**config.mk**
```make
export PLATFORM = sky130hd
export DESIGN_NAME = lc3_execute
export DESIGN_NICKNAME = d
export VERILOG_FILES = /design/src/rtl/lc3_execute.sv
export SDC_FILE = /design/constraint.sdc
export NUM_CORES = 1
export LEC_CHECK = 0
export CAP_MARGIN = 20
export CORE_MARGIN = 1.5
export CORE_UTILIZATION = 60
export DETAILED_ROUTE_END_ITERATION = 16
export DONT_BUFFER_PORTS = 1
export GPL_ROUTABILITY_DRIVEN = 0
export PLACE_DENSITY = 0.83
export SLEW_MARGIN = 20
export SYNTH_ARGS = -nofsm -noshare
export SYNTH_HDL_FRONTEND = slang
export SYNTH_SLANG_ARGS = --single-unit
```
**constraint.sdc**
```tcl
create_clock -name clock -period 4 [get_ports clock]
set_clock_uncertainty 0.2 [all_clocks]
set_input_delay 0.4 -clock clock [delete_from_list [all_inputs] [get_ports clock]]
set_output_delay 0.4 -clock clock [all_outputs]
set_load 0.05 [all_outputs]
```
**src/rtl/lc3_execute.sv**
```systemverilog
// rtl/lc3_execute.sv - LC3 execute stage: operand forwarding, ALU, PC-relative address, stage registers.
// Optional build macro LC3_EXEC_BYPASS_EN enables the forwarding muxes on operands 1 and 2.
module lc3_execute (
    input  logic        clock,
    input  logic        reset,
    input  logic        enable_execute,
    input  logic [5:0]  E_Control,
    input  logic [15:0] IR,
    input  logic [15:0] npc_in,
    input  logic [15:0] VSR1,
    input  logic [15:0] VSR2,
    input  logic        bypass_alu_1,
    input  logic        bypass_alu_2,
    input  logic        bypass_mem_1,
    input  logic        bypass_mem_2,
    input  logic [15:0] Mem_Bypass_Val,
    input  logic [1:0]  W_Control_in,
    input  logic        Mem_Control_in,
    output logic [15:0] aluout,
    output logic [15:0] pcout,
    output logic [15:0] M_Data,
    output logic [15:0] IR_Exec,
    output logic [1:0]  W_Control_out,
    output logic        Mem_Control_out,
    output logic [2:0]  dr,
    output logic [2:0]  NZP,
    output logic [2:0]  sr1,
    output logic [2:0]  sr2
);

    logic [1:0]  alu_control;
    logic [1:0]  pcselect1;
    logic        pcselect2;
    logic        op2select;

    logic [15:0] op1;
    logic [15:0] op2src;
    logic [15:0] op2;
    logic [15:0] alu_result;
    logic [15:0] offset;
    logic [15:0] base;
    logic [15:0] pc_result;
    logic [2:0]  nzp_next;

    assign alu_control = E_Control[5:4];
    assign pcselect1   = E_Control[3:2];
    assign pcselect2   = E_Control[1];
    assign op2select   = E_Control[0];

    assign sr1 = IR[8:6];
    assign sr2 = IR[2:0];

`ifdef LC3_EXEC_BYPASS_EN
    // Self-bypass reads the registered aluout, so the ALU path never loops combinationally.
    always_comb begin
        op1 = VSR1;
        if (bypass_alu_1)
            op1 = aluout;
        else if (bypass_mem_1)
            op1 = Mem_Bypass_Val;
    end

    always_comb begin
        op2src = VSR2;
        if (bypass_alu_2)
            op2src = aluout;
        else if (bypass_mem_2)
            op2src = Mem_Bypass_Val;
    end
`else
    logic unused_bypass;
    assign unused_bypass = &{1'b0, bypass_alu_1, bypass_alu_2, bypass_mem_1,
                             bypass_mem_2, Mem_Bypass_Val};
    assign op1    = VSR1;
    assign op2src = VSR2;
`endif

    assign op2 = op2select ? op2src : {{11{IR[4]}}, IR[4:0]};

    always_comb begin
        alu_result = 16'h0000;
        case (alu_control)
            2'b00:   alu_result = op1 + op2;
            2'b01:   alu_result = op1 & op2;
            2'b10:   alu_result = ~op1;
            default: alu_result = 16'h0000;
        endcase
    end

    always_comb begin
        offset = 16'h0000;
        case (pcselect1)
            2'b00:   offset = {{5{IR[10]}}, IR[10:0]};
            2'b01:   offset = {{7{IR[8]}}, IR[8:0]};
            2'b10:   offset = {{10{IR[5]}}, IR[5:0]};
            default: offset = 16'h0000;
        endcase
    end

    assign base      = pcselect2 ? npc_in : op1;
    assign pc_result = base + offset;
    assign nzp_next  = (IR[15:12] == 4'b0000) ? IR[11:9] : 3'b000;

    always_ff @(posedge clock or posedge reset) begin
        if (reset) begin
            aluout          <= 16'h0000;
            pcout           <= 16'h0000;
            M_Data          <= 16'h0000;
            IR_Exec         <= 16'h0000;
            W_Control_out   <= 2'b00;
            Mem_Control_out <= 1'b0;
            dr              <= 3'b000;
            NZP             <= 3'b000;
        end else if (enable_execute) begin
            aluout          <= alu_result;
            pcout           <= pc_result;
            M_Data          <= op2src;
            IR_Exec         <= IR;
            W_Control_out   <= W_Control_in;
            Mem_Control_out <= Mem_Control_in;
            dr              <= IR[11:9];
            NZP             <= nzp_next;
        end
    end

endmodule

```
==> results.md <==
- The flow ran to the end, and the final reports show no timing, DRC or antenna violations.
- The slack of the critical path is 1.365 ns.
- The clock period could shrink to 2.635 ns.
- The number of enable flip-flop cells after synthesis is 0.
- Yosys attributes the largest share of cell area to dfrtp_1, mux2_2, ha_1, o21ai_0, nand2_1.
- The area share of the largest cell type after synthesis is 36.65%.
- In the final routed layout, each cell accounts on average for around 21 um.
- Static timing analysis puts the maximum clock frequency at 379.5 MHz.
- The detailed-routing iteration count for the pre-antenna-repair pass is 5.
- The count of final setup violators is 0.
- After floorplanning, the core was divided into 32 placement rows.
- VDD sags by at most 0.2899 mV.
- The final net count is 644.
- Global routing used roughly 31% of the available tracks.
- The standby leakage power is 2.315 nW.
- The power density over cell area is 469.7 nW/um^2.
- Setup repair after global routing left no endpoint under its margin.
- During placement, the flow inserted port buffers numbering 0.
- The clock-pin slew of the registers on the worst-case setup and hold paths is approximately 0.070 ns.
- The clock net sink count is 70.
- The total detailed-routing wirelength is between 10 and 15 mm.
- The initial antenna violation count is 0.
- The number of buffers between clock root and the deepest sink is 2.
- The number of pins exceeding their max-slew limit in the final report is 0.
- CTS placed an instance of clkbuf_8 at the clock tree root.
- The number of antenna diodes is 0.
- The first global-routing pass estimated 20.13 mm of wire.
- The final antenna-violating net count is 0.
- The TritonCTS clock tree is yes.
- In the finished design, the share of the clock period the worst path needs comes to 65.88%.
- The internal power consumption is 1.504 mW.
- The number of nets produced by synthesis is 624.
- The fraction of power spent switching nets is 40.62%.
- After detailed routing, the number of remaining DRC violations is 0.
- The number of endpoints with negative hold slack in the final report is 0.
- The post-synthesis cell type count is 53.
- The relative contribution of sequential cells to total power is 49.8%.
- The number of clock buffers added by TritonCTS is 9.
- The post-route netlist has 15.96% of its cells at a drive strength greater than 1.
- The number of levels the H-tree was split into is 3.
- Summing the sequential cell areas from Yosys gives between 30 and 40% of the chip area.
- The startpoint-to-endpoint class of the critical path is in2reg.
- The worst-skew pair later-pin latency is 0.36 ns.
- The starting density of the core is 61.85%.
- The netlist area before placement is 4780 um^2.
- Sorting the synthesized cells by how often they occur yields dfrtp_1, mux2_2, nand2_1.
- The clock network power share is about 29%.
- Per report_power, the combinational group accounts for 21.5% of the total.
- The pin count of the biggest net entering global routing is 70.
- The commonest register cell after synthesis is dfrtp_1.
- The remaining max-slew budget at the tightest pin is 37.71%.
- The placed wire-length estimate after detailed placement is 8.867 mm.
- After detailed routing, the number of vias per cell comes to 6.580.
- Compared with the post-synthesis result, the final layout area differs by 12.83%.
- The number of gates resized after cts is 0.
- Summed over all nets, the switching power comes to 1.029 mW.
- The number of warnings reported in the yosys synthesis log is 0.
- The required time at the worst-slack endpoint is 4.04 ns.
- Of all nets on the critical path, the largest fanout is 6.
- The number of global-route vias before repair came to between 3000 and 4000.
- In this run the horizontal extent of the chip is 92.25 um.
- The setup total negative slack is 0 ns.
- Across the run, the number of max-cap violations was 0.
- The total via count after detailed routing is 4093.
- OpenSTA, run right after detailed placement, puts the worst setup slack at 1.009 ns.
- Data on the critical path arrives at its endpoint at 2.67 ns.
- The post-synthesis instance total is 495.
- The top cell type by total area after synthesis is dfrtp_1.
- The die height is 92.25 um.
- For this run the aggregate overflow at the end of global routing stands at 0.
- The kind of end point of the critical path is a flop.
- The async set-reset flop share out of synthesis is 100.0%.
- 175 I/O pins were placed.
- The detailed router's first-iteration violation count is 270.
- The flop and latch count out of synthesis is 70.
- The floorplan step defined a die boundary enclosing roughly 8500 um^2.
- STA classifies the critical path startpoint as an input port.
- The synthesized area per cell is 9.656 um^2.
- At the pin with the least slew margin, the transition time is 0.9344 ns.
- In this run the standard cell core region covers 7727 um^2.
- The classification of the worst-slack hold path is in2reg.
- The most used standard cell by instance count after synthesis is dfrtp_1.
-- cells by family (layout without fill, tap and decap cells) --
family	count (synthesis)	after routing	share of synthesized area (%)
multiplexers	64	64	14.97
AND/OR/NAND/NOR	111	111	10.84
adder cells (fa/ha/maj)	33	33	8.953
AO/OA/AOI/OAI	144	144	19.37
buffers and inverters	47	72	4.450
XOR/XNOR	26	26	4.764
flip-flops	70	70	36.65
-- registers in the layout (all words and copies together) (netlist names) --
signal           flops
IR_Exec             16
M_Data              16
Mem_Control_out      1
NZP                  3
W_Control_out        2
aluout              16
pcout               16
-- per-layer routing --
| metal | GRT usage, % | wire length [um] | up-vias |
|---|---|---|---|
| met1 | 36.62 | 5129 | 1989 |
| met3 | 9.453 | 1053 | 43 |
| met5 | 0 | 0 | - |
| met4 | 13.59 | 420 | 0 |
| met2 | 50.80 | 6400 | 230 |
| li1 | - | - | 1831 |
-- cell usage in the layout, fill, tap and decap left out, types with 14 or more instances in the layout --
master         count
nor2_1            20
o211ai_1          14
mux2_2            60
nand2_1           50
dlygate4sd3_1     37
dfrtp_1           70
o21ai_0           45
ha_1              31
a21oi_1           29
inv_1             15
-- cell type report --
type / instances / area, um^2
clock buffer: 11 / 141.4
clock inverter: 5 / 106.4
fill: 567 / 2335
inverter: 17 / 65.06
multi-input combinational: 378 / 2815
sequential: 70 / 1752
tap: 102 / 127.6
timing repair buffer: 39 / 385.4
-- final timing paths --
path | from | endpoint | slack, ns | cells after the start
worst max-delay path | E_Control[2] | pcout[11] | 1.36 | 8
worst min-delay path | enable_execute | IR_Exec[7] | 0.01 | 1
worst max register to register | IR_Exec[9] | IR_Exec[9] | 2.44 | 2
worst min register to register | pcout[15] | pcout[15] | 0.60 | 2
max in group asynchronous | reset | M_Data[11] | 2.36 | 3
min in group asynchronous | reset | IR_Exec[14] | 0.44 | 2
-- metrics by stage --
| stage | util [%] | hold slack, ns | total power [mW] | std cells | instance area (um^2) |
|---|---|---|---|---|---|
| after floorplan | - | 0.3390 | 1.704 | 495 | 4780 |
| after global placement | 61.77 | 0.2956 | 1.747 | 569 | 4773 |
| after detailed placement | 61.77 | 0.2977 | 1.776 | 569 | 4773 |
| after CTS | 69.12 | 0.00007794 | 2.521 | 617 | 5341 |
| after global routing | 69.79 | -0.0001490 | 2.627 | 622 | 5393 |
| final | 69.79 | 0.01322 | 2.533 | 622 | 5393 |
-- power groups by stage --
stage | Clock (mW) | Combinational [mW] | Sequential [mW]
2_1_floorplan | 0 | 0.462 | 1.24
3_3_place_gp | 0 | 0.475 | 1.27
3_5_place_dp | 0 | 0.499 | 1.28
4_1_cts | 0.725 | 0.533 | 1.26
5_1_grt | 0.754 | 0.600 | 1.27
6_report | 0.728 | 0.543 | 1.26
-- critical path: stages --
cell and delay, ns:
nand2_1 0.14, and2_1 0.23, ha_1 0.33, a211oi_1 0.30
o21ai_1 0.20, o31ai_1 0.45, o21ai_0 0.29, o221a_2 0.32
-- repair_timing --
| action | 4_1_cts | 5_1_grt |
|---|---|---|
| buffers inserted | 0 | 0 |
| setup endpoints to repair | 0 | 0 |
| endpoints found under the hold margin | 89 | 8 |
| hold buffers | 32 | 5 |
(Power assumes the default switching activity.)
